==> src/rtl/dmrs_seq_detector.sv <==
// Length-12 DMRS sequence-group detector: accumulates per-group phase matches over a
// 12-symbol block, then scans the 30 candidates serially for the best match.
module dmrs_seq_detector #(
  parameter int MATCH_THRESH = 10
) (
  input  logic       clk,
  input  logic       rst_n,
  input  logic       in_valid,
  input  logic       in_start,
  input  logic [1:0] in_phase,
  output logic       in_ready,
  output logic       out_valid,
  output logic [4:0] u_hat,
  output logic [3:0] match_cnt,
  output logic       detected
);

  typedef enum logic [1:0] {IDLE, COLLECT, SEARCH, DONE} state_t;

  // Phase codes: +1 -> 00, +3 -> 01, -1 -> 10, -3 -> 11 (shared with the transmit generator)
  localparam logic [1:0] P1 = 2'b00, P3 = 2'b01, M1 = 2'b10, M3 = 2'b11;
  localparam logic [3:0] THRESH = 4'(MATCH_THRESH);

  // Row u holds symbol 0 in the top two bits down to symbol 11 in the bottom two.
  localparam logic [23:0] PHASE_TAB [30] = '{
    {M3,P1,M3,M3,M3,P3,M3,M1,P1,P1,P1,M3},
    {M3,P3,P1,M3,P1,P3,M1,M1,P1,P3,P3,P3},
    {M3,P3,P3,P1,M3,P3,M1,P1,P3,M3,P3,M3},
    {M3,M3,M1,P3,P3,P3,M3,P3,M3,P1,M1,M3},
    {M3,M1,M1,P1,P3,P1,P1,M1,P1,M1,M3,P1},
    {M3,M3,P3,P1,M3,M3,M3,M1,P3,M1,P1,P3},
    {P1,M1,P3,M1,M1,M1,M3,M1,P1,P1,P1,M3},
    {M1,M3,P3,M1,M3,M3,M3,M1,P1,M1,P1,M3},
    {M3,M1,P3,P1,M3,M1,M3,P3,P1,P3,P3,P1},
    {M3,M1,M1,M3,M3,M1,M3,P3,P1,P3,M1,M3},
    {M3,P3,M3,P3,P3,M3,M1,M1,P3,P3,P1,M3},
    {M3,M1,M3,M1,M1,M3,P3,P3,M1,M1,P1,M3},
    {M3,M1,P3,M3,M3,M1,M3,P1,M1,M3,P3,P3},
    {M3,P1,M1,M1,P3,P3,M3,M1,M1,M3,M1,M3},
    {P1,P3,M3,P1,P3,P3,P3,P1,M1,P1,M1,P3},
    {M3,P1,P3,M1,M1,M3,M3,M1,M1,P3,P1,M3},
    {M1,M1,M1,M1,P1,M3,M1,P3,P3,M1,M3,P1},
    {M1,P1,P1,M1,P1,P3,P3,M1,M1,M3,P1,M3},
    {M3,P1,P3,P3,M1,M1,M3,P3,P3,M3,P3,M3},
    {M3,M3,P3,M3,M1,P3,P3,P3,M1,M3,P1,M3},
    {P3,P1,P3,P1,P3,M3,M1,P1,P3,P1,M1,M3},
    {M3,P3,P1,P3,M3,P1,P1,P1,P1,P3,M3,P3},
    {M3,P3,P3,P3,M1,M3,M3,M1,M3,P1,P3,M3},
    {P3,M1,M3,P3,M3,M1,P3,P3,P3,M3,M1,M3},
    {M3,M1,P1,M3,P1,P3,P3,P3,M1,M3,P3,P3},
    {M3,P3,P1,M1,P3,P3,M3,P1,M1,P1,M1,P1},
    {M1,P1,P3,M3,P1,M1,P1,M1,M1,M3,P1,M1},
    {M3,M3,P3,P3,P3,M3,M1,P1,M3,P3,P1,M3},
    {P1,M1,P3,P1,P1,M1,M1,M1,P1,P3,M3,P1},
    {M3,P3,M3,P3,M3,M3,P3,M1,M1,P1,P3,M3}
  };

  function automatic logic [1:0] tab_sym(input logic [4:0] u, input logic [3:0] k);
    logic [23:0] row;
    logic [4:0]  pos;
    row = PHASE_TAB[u];
    pos = {4'd11 - k, 1'b0};
    return row[pos +: 2];
  endfunction

  function automatic logic [3:0] sat_inc(input logic [3:0] c);
    return (c >= 4'd12) ? 4'd12 : c + 4'd1;
  endfunction

  state_t     state, state_nxt;
  logic [3:0] idx;
  logic [3:0] cnt [30];
  logic [4:0] scan_u, best_u, fin_u;
  logic [3:0] best_cnt, cand_cnt, fin_cnt;
  logic       accept, take;

  assign accept   = in_valid & in_ready;
  assign cand_cnt = cnt[scan_u];
  assign take     = cand_cnt > best_cnt;
  assign fin_u    = take ? scan_u : best_u;
  assign fin_cnt  = take ? cand_cnt : best_cnt;

  always_comb begin
    state_nxt = state;
    in_ready  = 1'b0;
    out_valid = 1'b0;
    case (state)
      IDLE: begin
        in_ready = 1'b1;
        if (accept && in_start) state_nxt = COLLECT;
      end
      COLLECT: begin
        in_ready = 1'b1;
        if (accept && !in_start && idx == 4'd11) state_nxt = SEARCH;
      end
      SEARCH: if (scan_u == 5'd29) state_nxt = DONE;
      DONE: begin
        out_valid = 1'b1;
        state_nxt = IDLE;
      end
      default: state_nxt = IDLE;
    endcase
  end

  always_ff @(posedge clk or negedge rst_n) begin
    if (!rst_n) begin
      state     <= IDLE;
      idx       <= '0;
      scan_u    <= '0;
      best_u    <= '0;
      best_cnt  <= '0;
      u_hat     <= '0;
      match_cnt <= '0;
      detected  <= 1'b0;
      for (int u = 0; u < 30; u++) cnt[u] <= '0;
    end else begin
      state <= state_nxt;
      // A start symbol always restarts the block, whether from IDLE or mid-COLLECT
      if (accept && in_start) begin
        idx <= 4'd1;
        for (int u = 0; u < 30; u++)
          cnt[u] <= (in_phase == tab_sym(5'(u), 4'd0)) ? 4'd1 : 4'd0;
      end else if (accept && state == COLLECT) begin
        idx <= (idx == 4'd11) ? 4'd0 : idx + 4'd1;
        for (int u = 0; u < 30; u++)
          if (in_phase == tab_sym(5'(u), idx)) cnt[u] <= sat_inc(cnt[u]);
      end
      // Strictly-greater replacement keeps the lowest u on ties
      if (state != SEARCH) begin
        scan_u   <= '0;
        best_u   <= '0;
        best_cnt <= '0;
      end else begin
        scan_u <= scan_u + 5'd1;
        if (take) begin
          best_u   <= scan_u;
          best_cnt <= cand_cnt;
        end
        if (scan_u == 5'd29) begin
          u_hat     <= fin_u;
          match_cnt <= fin_cnt;
          detected  <= fin_cnt >= THRESH;
        end
      end
    end
  end

endmodule

==> config.mk <==
export PLATFORM = sky130hd
export DESIGN_NAME = dmrs_seq_detector
export DESIGN_NICKNAME = d
export VERILOG_FILES = /design/src/rtl/dmrs_seq_detector.sv
export SDC_FILE = /design/constraint.sdc
export NUM_CORES = 1
export LEC_CHECK = 0
export ABC_AREA = 1
export BUFFER_PORTS_ARGS = -buffer_cell sky130_fd_sc_hd__clkbuf_2
export CAP_MARGIN = 20
export CORE_UTILIZATION = 35
export CTS_CLUSTER_DIAMETER = 80
export CTS_CLUSTER_SIZE = 24
export DETAILED_ROUTE_END_ITERATION = 12
export PLACE_DENSITY = 0.5
export SKIP_LAST_GASP = 1
export SLEW_MARGIN = 20
export SYNTH_ARGS = -nofsm -noshare
export SYNTH_HDL_FRONTEND = slang
export SYNTH_SLANG_ARGS = --single-unit
==> constraint.sdc <==
create_clock -name clk -period 4.2 [get_ports clk]
set_clock_uncertainty 0.2 [all_clocks]
set_input_delay 0.84 -clock clk [delete_from_list [all_inputs] [get_ports clk]]
set_output_delay 0.84 -clock clk [all_outputs]
set_load 0.005 [all_outputs]
==> summary.txt, run 1 <==
CP Capture Type = flop
Average size of a mapped cell = 7.039 sq um
Fin cells = 1,869
Critical Path Fanout Max = 74
Worst Tran Pin Value = 0.7210 ns
R2R Path Start = scan_u[0]
Synth async-reset ratio = 100.0%
Vias/cell = 5.235
First-pass GRT wire length = 50.38 mm
Diodes inserted = 0
CTS tree = built
Die Y = 174.3 um
Most used cell, CP = nand2_1
Tcrit/Tclk final = 80.16%
Layout overhead on the synthesized area = 10.21%
P per Cell Area = 768.3 nW/um^2
Setup TNS = 0 ns
RSZ-0062 raised after global routing = no
Top-Level Pins = 18
Most used flip-flop cell after synthesis = dfrtp_1
Post_cts resized = 0
CP Class = flop to flop
Status = completed
Sequential area share after synthesis = 36.13%
Final setup viols = 0
DRT antenna net count = 0
Slowest cell on the critical path = buf_4
Total CTS buffers = 17
Initial antenna violation count = 0
Syn_nets = 1,531
R2R Setup Slk = 0.83 ns
Worst VDD drop = 0.3141 mV
Hold Buf Count CTS = 0
Routed WL = 30.49 mm
Crit path launch = scan_u[0]
Arrival @ worst endpoint = 3.54 ns
Die area = 30,380 sq um
Clock latency on the worst-skew pair = 0.43 ns
Cells along the critical path = buf_4 -> o21ai_0 -> nand2_1 -> nand2_1 -> a21oi_1 -> nand2_1 -> nand2_1 -> inv_1 -> ha_1 -> a21oi_1 -> o21ai_0 -> nand2_1 -> inv_1 -> nand3_1 -> a21oi_1 -> nand2_1 -> nand2_1
1st-pass router iterations = 5
DRC viols = 0
# fillers = 3,034
Fmax = 0.2970 GHz
Flops & latches, synth = 150
Synth warn = 0
Cell Area, Synth = 10,390 sq um
Starting Density = 35.91%
Gr ovfl total = 0
Final period demand of the worst path = 3.367 ns
Vias in the first global route = 9,325
Pins Over Slew Limit = 0
H-tree level count = 4
Clock slew at reported path FFs = 0.07 ns
Final nets = 1,527
GRT Util Overall = 20.96%
Hold WC Path Type = primary input to asynchronous set/reset pin
Post-Syn Instances = 1,476
Std cell rows = 62
Post-synth EDFFs = 0
Worst setup path end = detected
Leakage power = 5.636 nW
DR iter-0 viols = 818
Final Hold Vio Count = 0
Area contributors post-synth = dfrtp_1, nand2_1, nand3_1, ha_1, inv_1
Top cell type's share of synthesized area = 36.13%
Post-CTS Setup Inserts = 0
Cells after DPL = 1,837
Clock sinks = 150
Routed WL per cell = 16.32 um
Longest Clk Path Bufs = 2
Via count = 9,785
Largest stage delay, worst path = 0.56 ns
Setup WS post-layout = 0.8335 ns
Gpl congestion = 0.8806
Smallest hold slack = 0.2040 ns
Synth area leader = dfrtp_1
CORE AREA = 28,940 sq um
CP startpoint kind = flop
Slew headroom = 51.94%
Chip width = 174.3 um
Worst endpoint required time = 4.37 ns
Unique masters post-synth = 42
R2r worst-path depth = 17
Worst slack, placed = 0.8375 ns
Hpwl dp = 22.22 mm
Max-Cap Viols = 0
Root Driver = clkbuf_16
Share of post-route cells with drive strength above 1 = 8.148%
Largest net degree at the start of global routing = 75
Worst r2r dst = detected
PortBufs = 17
logic make-up (layout without fill, tap and decap cells):
family / count (synthesis) / count (layout) / synth area share, %
and+or+nand+nor: 743 / 743 / 31.47
buffers and inverters: 233 / 242 / 9.381
AOI/OAI and AO/OA: 259 / 259 / 13.51
DFF: 150 / 150 / 36.13
adders and majority gates: 49 / 49 / 5.901
xor gates and xnor gates: 42 / 42 / 3.613
through the flow:
stage               total power, mW  area, sq um  utilization (%)
global placement              7.070        10810            37.37
CTS                           8.850        11450            39.57
detailed placement            7.111        10810            37.37
floorplan                     5.990        10390                -
global route                  9.726        11450            39.57
finish                        8.798        11450            39.57
critical path: cells and delay by family, from the launching register on:
kind	cells	cell delay [ns]
AOI/OAI and AO/OA	5	0.73
adders and majority gates	1	0.28
buffers and inverters	3	0.94
DFF	1	0.36
and+or+nand+nor	8	0.78
area by class of cell:
| type | count | area [sq um] | area share (%) |
|---|---|---|---|
| Clock inverter | 13 | 195.2 | 1.705 |
| Clock buffer | 19 | 442.9 | 3.868 |
| Timing Repair Buffer | 39 | 269.0 | 2.349 |
| Inverter | 171 | 646.9 | 5.649 |
| Tap cell | 384 | 480.5 | 4.196 |
| Multi-Input combinational cell | 1093 | 5662 | 49.44 |
| Sequential cell | 150 | 3755 | 32.79 |
flip-flops by register name, indices dropped and copies added (netlist names):
name and count:
u_hat 5, best_u 5, idx 4, state 2, match_cnt 4, best_cnt 4, scan_u 5, detected 1
cnt 120
cells in the final DEF, fill, tap and decap left out, drive strengths merged:
cell / count
clkinvlp: 3
a211oi: 1
a31o: 2
nand4: 30
o22ai: 5
inv: 172
ha: 49
o221ai: 1
dfrtp: 150
xnor2: 15
a31oi: 14
nand2: 415
o31ai: 7
nor3: 31
or2: 3
buf: 23
o21ai: 135
nor2: 75
nand3: 188
nand3b: 1
o21a: 3
clkinv: 5
bufinv: 4
a21oi: 79
clkbuf: 35
o211ai: 12
xor2: 27
Yosys cell counts, drive strengths merged (5+ instances only):
master  count
o31ai       7
nor3       31
nand4      30
o21ai     135
nand3     188
nor2       75
inv       170
buf        43
xnor2      15
xor2       27
a21oi      79
dfrtp     150
o211ai     12
o22ai       5
a31oi      14
clkbuf     19
ha         49
nand2     415
metal layers:
metal | global-route usage (%) | up-vias | part of all wire, %
li1 | - | 4875 | -
met1 | 29.49 | 4667 | 50
met2 | 32.75 | 208 | 44
met3 | 3.237 | 35 | 3.8
met4 | 6.689 | 0 | 2.1
met5 | 0 | - | 0
worst min-delay path by stage:
stage / slack [ns] / to / startpoint
6_report: 0.20 / cnt[50] / rst_n
4_1_cts: 0.25 / cnt[50] / rst_n
3_3_place_gp: 0.27 / u_hat[4] / u_hat[4]
5_1_grt: 0.27 / cnt[50] / rst_n
3_5_place_dp: 0.28 / u_hat[4] / u_hat[4]
2_1_floorplan: 0.27 / cnt[99] / cnt[99]
power breakdown:
part,switching (mW),internal (mW)
combinational,3.03,1.58
clock,0.677,1.02
sequential,0.489,2.00
total,4.20,4.60
Note: power is estimated with default switching activity, not from simulation.
==> inputs of run 2 (changes only) <==
--- a/config.mk
+++ b/config.mk
@@ -5,14 +5,14 @@
 export SDC_FILE = /design/constraint.sdc
 export NUM_CORES = 1
 export LEC_CHECK = 0
-export ABC_AREA = 1
+export ABC_AREA = 0
 export BUFFER_PORTS_ARGS = -buffer_cell sky130_fd_sc_hd__clkbuf_2
 export CAP_MARGIN = 20
 export CORE_UTILIZATION = 35
 export CTS_CLUSTER_DIAMETER = 80
 export CTS_CLUSTER_SIZE = 24
 export DETAILED_ROUTE_END_ITERATION = 12
-export PLACE_DENSITY = 0.5
+export PLACE_DENSITY = 0.52
 export SKIP_LAST_GASP = 1
 export SLEW_MARGIN = 20
 export SYNTH_ARGS = -nofsm -noshare
==> constraint.sdc (replaced) <==
create_clock -name clk -period 2.75 [get_ports clk]
set_clock_uncertainty 0.2 [all_clocks]
set_input_delay 0.55 -clock clk [delete_from_list [all_inputs] [get_ports clk]]
set_output_delay 0.55 -clock clk [all_outputs]
set_load 0.005 [all_outputs]
==> summary.txt, run 2 <==
Status = finished, violations left (was completed)
Violated checks = setup timing
Worst VDD drop = 0.4815 mV (was 0.3141 mV)
Gpl congestion = 0.8496 (was 0.8806)
Diodes inserted = 0 (unchanged)
Sequential area share after synthesis = 36.47% (was 36.13%)
GRT Util Overall = 20.85% (was 20.96%)
Initial antenna violation count = 0 (unchanged)
Top post-synthesis cells by count = dfrtp_1, a21oi_1, nor2_1, nand2_1, mux2i_1 (was nand2_1, nand3_1, inv_1, dfrtp_1, o21ai_0)
Vias/cell = 5.359 (was 5.235)
First-pass GRT wire length = 48.75 mm (was 50.38 mm)
CP Class = flop to flop (unchanged)
Final setup viols = 19 (was 0)
Setup WS post-layout = -0.6613 ns (was 0.8335 ns)
R2r worst-path depth = 12 (was 17)
Synth warn = 0 (unchanged)
Smallest hold slack = 0.2816 ns (was 0.2040 ns)
Final period demand of the worst path = 3.411 ns (was 3.367 ns)
DRT antenna net count = 0 (unchanged)
CTS tree = built (unchanged)
Post-Syn Instances = 1,067 (was 1,476)
Reg with most FFs = cnt (unchanged)
Tcrit/Tclk final = 124.0% (was 80.16%)
Leakage power = 5.994 nW (was 5.636 nW)
Hpwl dp = 22.14 mm (was 22.22 mm)
WHS Path Cells = 2
Finished Cell Area = 13,340 sq um (was 11,450 sq um)
Layout overhead on the synthesized area = 29.67% (was 10.21%)
Area contributors post-synth = dfrtp_1, ha_1, mux2i_1, xnor2_1, a21oi_1 (was dfrtp_1, nand2_1, nand3_1, ha_1, inv_1)
DRC viols = 0 (unchanged)
PortBufs = 17 (unchanged)
R2R Setup Slk = -0.66 ns (was 0.83 ns)
CP Capture Type = flop (unchanged)
Top cell type's share of synthesized area = 36.47% (was 36.13%)
Worst slack, placed = -0.7630 ns (was 0.8375 ns)
R2R Path Start = scan_u[0] (unchanged)
Finished Core Util = 46.37% (was 39.57%)
Synth area leader = dfrtp_1 (unchanged)
Crit path launch = scan_u[0] (unchanged)
Max-Cap Viols = 0 (unchanged)
Flops & latches, synth = 150 (unchanged)
Largest net degree at the start of global routing = 56 (was 75)
Worst endpoint required time = 2.92 ns (was 4.37 ns)
Worst r2r dst = best_cnt[0] (was detected)
Chip width = 173.5 um (was 174.3 um)
Setup TNS = -11.38 ns (was 0 ns)
P per Cell Area = 1070 nW/um^2 (was 768.3 nW/um^2)
Most frequent cells in the layout = buf_4, dfrtp_1, a21oi_1, nor2_1, nand2_1 (was nand2_1, nand3_1, inv_1, dfrtp_1, o21ai_0)
Via count = 8,950 (was 9,785)
RSZ-0062 raised after global routing = yes (was no)
Slew headroom = 60.43% (was 51.94%)
Clock sinks = 150 (unchanged)
Total power = 14.28 mW (was 8.798 mW)
Die Y = 173.5 um (was 174.3 um)
Cells after DPL = 1,612 (was 1,837)
Worst Tran Pin Value = 0.5890 ns (was 0.7210 ns)
Top-Level Pins = 18 (unchanged)
Clock slew at reported path FFs = 0.06 ns (was 0.07 ns)
Commonest non-fill, non-tap cell in the layout = buf_4 (was nand2_1)
Die area = 30,090 sq um (was 30,380 sq um)
Std cell rows = 62 (unchanged)
Starting Density = 35.76% (was 35.91%)
Gr ovfl total = 0 (unchanged)
Root Driver = clkbuf_16 (unchanged)
Pins Over Slew Limit = 0 (unchanged)
Max reg flops = 120 (unchanged)
Share of post-route cells with drive strength above 1 = 30.48% (was 8.148%)
Syn_nets = 1,122 (was 1,531)
Post-synth EDFFs = 0 (unchanged)
1st-pass router iterations = 8 (was 5)
Fmax = 0.2931 GHz (was 0.2970 GHz)
Worst setup path end = best_cnt[0] (was detected)
Longest Clk Path Bufs = 2 (unchanged)
Most used flip-flop cell after synthesis = dfrtp_1 (unchanged)
Hold WC Path Type = flop to flop (was primary input to asynchronous set/reset pin)
Synth async-reset ratio = 100.0% (unchanged)
Final nets = 1,329 (was 1,527)
Routed WL per cell = 18.40 um (was 16.32 um)
DR iter-0 viols = 631 (was 818)
Top-count cell post-synth = dfrtp_1 (was nand2_1)
Cell Area, Synth = 10,290 sq um (was 10,390 sq um)
Total CTS buffers = 17 (unchanged)
Final Hold Vio Count = 0 (unchanged)
Clock latency on the worst-skew pair = 0.43 ns (about the same)
Arrival @ worst endpoint = 3.58 ns (was 3.54 ns)
Vias in the first global route = 8,842 (was 9,325)
Average size of a mapped cell = 9.645 sq um (was 7.039 sq um)
Unique masters post-synth = 71 (was 42)
CP startpoint kind = flop (unchanged)
DP Area = 12,250 sq um (was 10,810 sq um)
Routed WL = 30.72 mm (was 30.49 mm)
Critical Path Fanout Max = 5 (was 74)
Fin cells = 1,670 (was 1,869)
CORE AREA = 28,780 sq um (was 28,940 sq um)
H-tree level count = 4 (unchanged)
-- run 2: cell types whose count changed after synthesis, sizes merged, moves of 18 or more --
cell	change
nor3	+18
o21ai	-78
xor2	-24
mux4	+22
nand2	-350
mux2	+22
nand3	-157
inv	-129
o21a	+19
nand2b	+30
nand4	-24
xnor2	+34
mux2i	+57
-- run 2: cell type report --
type / instances / area (sq um)
fillers: 2696 / 15440
multi-input cells: 807 / 6327
flip-flops and latches: 150 / 3756
repair buffers: 256 / 2044
well taps: 384 / 480.5
clock buffers: 20 / 446.7
inverters: 42 / 162.7
clock inverters: 11 / 126.4
-- run 2: where the power goes --
| part | internal [mW] | total (mW) | switching [mW] |
|---|---|---|---|
| Clock | 1.36 | 2.34 | 0.986 |
| Sequential | 2.73 | 3.16 | 0.435 |
| Combinational | 4.28 | 8.77 | 4.50 |
| Total | 8.36 | 14.3 | 5.92 |
-- run 2: how the worst min path moves through the flow --
stage / startpoint / end / slack, ns
after CTS: in_start / idx[0] / 0.28
after global placement: u_hat[4] / u_hat[4] / 0.27
after detailed placement: match_cnt[3] / match_cnt[3] / 0.27
after floorplan: rst_n / best_cnt[0] / 0.05
final: u_hat[0] / u_hat[0] / 0.28
after global routing: match_cnt[2] / match_cnt[2] / 0.31
-- run 2: kinds of logic after synthesis --
family / count (synthesis) / share of synthesized area [%]
and+or+nand+nor: 328 / 17.07
AOI/OAI and AO/OA: 277 / 17.91
DFF: 150 / 36.47
buffers and inverters: 110 / 4.924
muxes: 101 / 13.24
xor gates and xnor gates: 52 / 4.426
adders and majority gates: 49 / 5.957
-- run 2: metal layers --
layer / GRT usage [%] / vias to the layer above / share of wire, %
li1: - / 4347 / -
met2: 34.61 / 138 / 48
met1: 27.82 / 4437 / 47
met4: 6.490 / 0 / 2.2
met3: 3.268 / 28 / 3.0
met5: 0 / - / 0
-- run 2: repair_timing --
| item | CTS | global route |
|---|---|---|
| setup endpoints to repair | 20 | 74 |
| hold buffers | 1 | 0 |
| hold endpoints to repair | 47 | 0 |
| cloned | 0 | 2 |
| setup buffers | 17 | 11 |
| resized for setup | 31 | 42 |
| pin swaps | 13 | 20 |
-- run 2: worst max-delay path: stages, from the launching register on --
cell and delay, ns:
dfrtp_2 0.46, buf_6 0.13, mux4_2 0.50, mux2i_2 0.22, o211ai_1 0.19, o21a_1 0.18, ha_4 0.28, nor2b_4 0.13
o211ai_1 0.15, a21oi_4 0.31, buf_6 0.19, mux2i_4 0.24, and2_4 0.16
==> inputs of run 3 (changes only) <==
--- a/config.mk
+++ b/config.mk
@@ -8,11 +8,13 @@
 export ABC_AREA = 0
 export BUFFER_PORTS_ARGS = -buffer_cell sky130_fd_sc_hd__clkbuf_2
 export CAP_MARGIN = 20
+export CORE_MARGIN = 8
 export CORE_UTILIZATION = 35
 export CTS_CLUSTER_DIAMETER = 80
 export CTS_CLUSTER_SIZE = 24
 export DETAILED_ROUTE_END_ITERATION = 12
 export PLACE_DENSITY = 0.52
+export SETUP_SLACK_MARGIN = 0.5
 export SKIP_LAST_GASP = 1
 export SLEW_MARGIN = 20
 export SYNTH_ARGS = -nofsm -noshare
==> summary.txt, run 3 (synthesized netlist as in run 2, its figures left out) <==
Die Y = 187.5 um (was 173.5 um)
Vias/cell = 5.542 (was 5.359)
Critical Path Stages = 14 (was 12)
Most frequent cells in the layout = buf_4, dfrtp_1, nand2_1, nor2_1, buf_6 (was buf_4, dfrtp_1, a21oi_1, nor2_1, nand2_1)
Leakage power = 7.210 nW (was 5.994 nW)
Worst setup path end = detected (was best_cnt[0])
Max-Cap Viols = 0 (unchanged)
PortBufs = 17 (unchanged)
Setup WS post-layout = -0.5969 ns (was -0.6613 ns)
CP Capture Type = flop (unchanged)
Largest stage delay, worst path = 0.50 ns (about the same)
Std cell rows = 62 (unchanged)
Clock latency on the worst-skew pair = 0.44 ns (was 0.43 ns)
Most used cell, CP = buf_12
DRT antenna net count = 0 (unchanged)
Via count = 9,793 (was 8,950)
Critical Path Fanout Max = 6 (was 5)
Diodes inserted = 0 (unchanged)
1st-pass router iterations = 5 (was 8)
DRC viols = 0 (unchanged)
Vias in the first global route = 9,888 (was 8,842)
DR iter-0 viols = 633 (was 631)
R2R Setup Slk = -0.60 ns (was -0.66 ns)
Pins Over Slew Limit = 0 (unchanged)
R2R Path Start = scan_u[0] (unchanged)
Slowest cell on the critical path = mux4_2 (unchanged)
H-tree level count = 4 (unchanged)
Final Hold Vio Count = 0 (unchanged)
Arrival @ worst endpoint = 3.46 ns (was 3.58 ns)
Hpwl dp = 23.36 mm (was 22.14 mm)
Worst Tran Pin Value = 0.8605 ns (was 0.5890 ns)
Delay-heaviest family, CP = compound AO/OA/AOI/OAI gates (was multiplexers)
Commonest non-fill, non-tap cell in the layout = buf_4 (unchanged)
RSZ-0062 raised after global routing = yes (unchanged)
Crit path buf inv count = 4 (was 2)
Gpl congestion = 0.8374 (was 0.8496)
Smallest hold slack = 0.2829 ns (was 0.2816 ns)
Final setup viols = 19 (unchanged)
First-pass GRT wire length = 55.86 mm (was 48.75 mm)
Slew headroom = 42.63% (was 60.43%)
Tcrit/Tclk final = 121.7% (was 124.0%)
CP Class = flop to flop (unchanged)
Crit path launch = scan_u[0] (unchanged)
Clock sinks = 150 (unchanged)
Cells along the critical path = buf_12 -> buf_12 -> mux4_2 -> mux2i_1 -> buf_4 -> o211ai_1 -> o31a_1 -> ha_4 -> and4_1 -> a21oi_2 -> buf_6 -> nor2_2 -> a2111oi_4 -> o31ai_2 (was buf_6 -> mux4_2 -> mux2i_2 -> o211ai_1 -> o21a_1 -> ha_4 -> nor2b_4 -> o211ai_1 -> a21oi_4 -> buf_6 -> mux2i_4 -> and2_4)
Worst endpoint required time = 2.86 ns (was 2.92 ns)
Hold WC Path Type = flop to flop (unchanged)
Layout overhead on the synthesized area = 61.01% (was 29.67%)
Setup TNS = -9.161 ns (was -11.38 ns)
Largest net degree at the start of global routing = 51 (was 56)
P per Cell Area = 1240 nW/um^2 (was 1070 nW/um^2)
Gr ovfl total = 0 (unchanged)
R2r worst-path depth = 14 (was 12)
Routed WL per cell = 21.48 um (was 18.40 um)
Top-Level Pins = 18 (unchanged)
Initial antenna violation count = 0 (unchanged)
CORE AREA = 28,860 sq um (was 28,780 sq um)
Final nets = 1,425 (was 1,329)
Status = finished, violations left (unchanged)
Longest Clk Path Bufs = 2 (unchanged)
CP startpoint kind = flop (unchanged)
Worst VDD drop = 0.7134 mV (was 0.4815 mV)
Starting Density = 35.66% (was 35.76%)
Reg with most FFs = cnt (unchanged)
Chip width = 187.5 um (was 173.5 um)
Max reg flops = 120 (unchanged)
GRT Util Overall = 20.24% (was 20.85%)
Final period demand of the worst path = 3.347 ns (was 3.411 ns)
Die area = 35,150 sq um (was 30,090 sq um)
Fmax = 0.2988 GHz (was 0.2931 GHz)
Clock slew at reported path FFs = 0.06 ns (about the same)
Violated checks = setup timing (unchanged)
Total CTS buffers = 17 (unchanged)
Share of post-route cells with drive strength above 1 = 53.00% (was 30.48%)
Routed WL = 37.96 mm (was 30.72 mm)
Worst r2r dst = detected (was best_cnt[0])
Root Driver = clkbuf_16 (unchanged)
CTS tree = built (unchanged)
-- run 3: cell types whose count changed in the layout (fill, tap and decap cells not counted), moves of 17 or more --
| cell | delta |
|---|---|
| xnor2_2 | +29 |
| nor3_1 | -26 |
| buf_4 | +21 |
| xnor2_1 | -34 |
| o21ai_0 | -31 |
| a21oi_1 | -29 |
| o21ai_1 | +17 |
| nor3_2 | +20 |
| a21oi_2 | +22 |
| buf_6 | +41 |
-- run 3: worst min path at each step --
stage,startpoint,end,cells after the start
detailed placement,u_hat[4],u_hat[4],2
finish,u_hat[4],u_hat[4],2
global route,u_hat[3],u_hat[3],2
floorplan,rst_n,best_cnt[0],0
CTS,u_hat[4],u_hat[4],2
global placement,u_hat[4],u_hat[4],2
-- run 3: area by class of cell --
| cell class | instances | area (sq um) |
|---|---|---|
| Tap cell | 384 | 480.5 |
| Multi-Input combinational cell | 808 | 8212 |
| Fill cell | 2370 | 12290 |
| Clock inverter | 15 | 200.2 |
| Clock buffer | 17 | 425.4 |
| Timing Repair Buffer | 351 | 3314 |
| Sequential cell | 150 | 3760 |
| Inverter | 42 | 177.7 |
-- run 3: worst register-to-register path: cells and delay by family (launching register included) --
kind | cells | cell delay, ns
compound gates | 5 | 0.88
mux | 2 | 0.67
buf+inv | 4 | 0.55
flops | 1 | 0.44
simple gates | 2 | 0.25
fa+ha+maj | 1 | 0.24
-- run 3: report_power, final --
part	leakage, nW	switching, mW	internal [mW]
clock network	0.301	1.01	1.52
logic	4.90	7.11	7.63
registers	2.01	0.548	2.73
-- run 3: per-stage QoR --
step	cell area (sq um)	util, %	total power [mW]	worst slack (ns)	std cells
final	16570	57.42	20.55	-0.5969	1767
after global routing	16570	57.42	21.49	-0.7560	1767
after global placement	12740	44.15	11.80	-0.6040	1607
after CTS	15560	53.93	18.38	-0.5297	1731
after detailed placement	12740	44.15	11.90	-0.6567	1607
after floorplan	10960	-	9.236	-0.2829	1067
-- run 3: repair_timing --
item,4_1_cts,5_1_grt
setup buffers,82,34
gates resized for setup,273,129
pin swaps,140,99
hold endpoints to repair,45,0
hold buffers,1,0
endpoints found under the setup margin,140,142
gates cloned,9,2
-- run 3: routing by layer --
layer  wire length [um]  GRT usage (%)
met1              16010          25.03
met2              18350          33.13
met3               1914          4.474
met4               1692          9.576
met5                  0              0
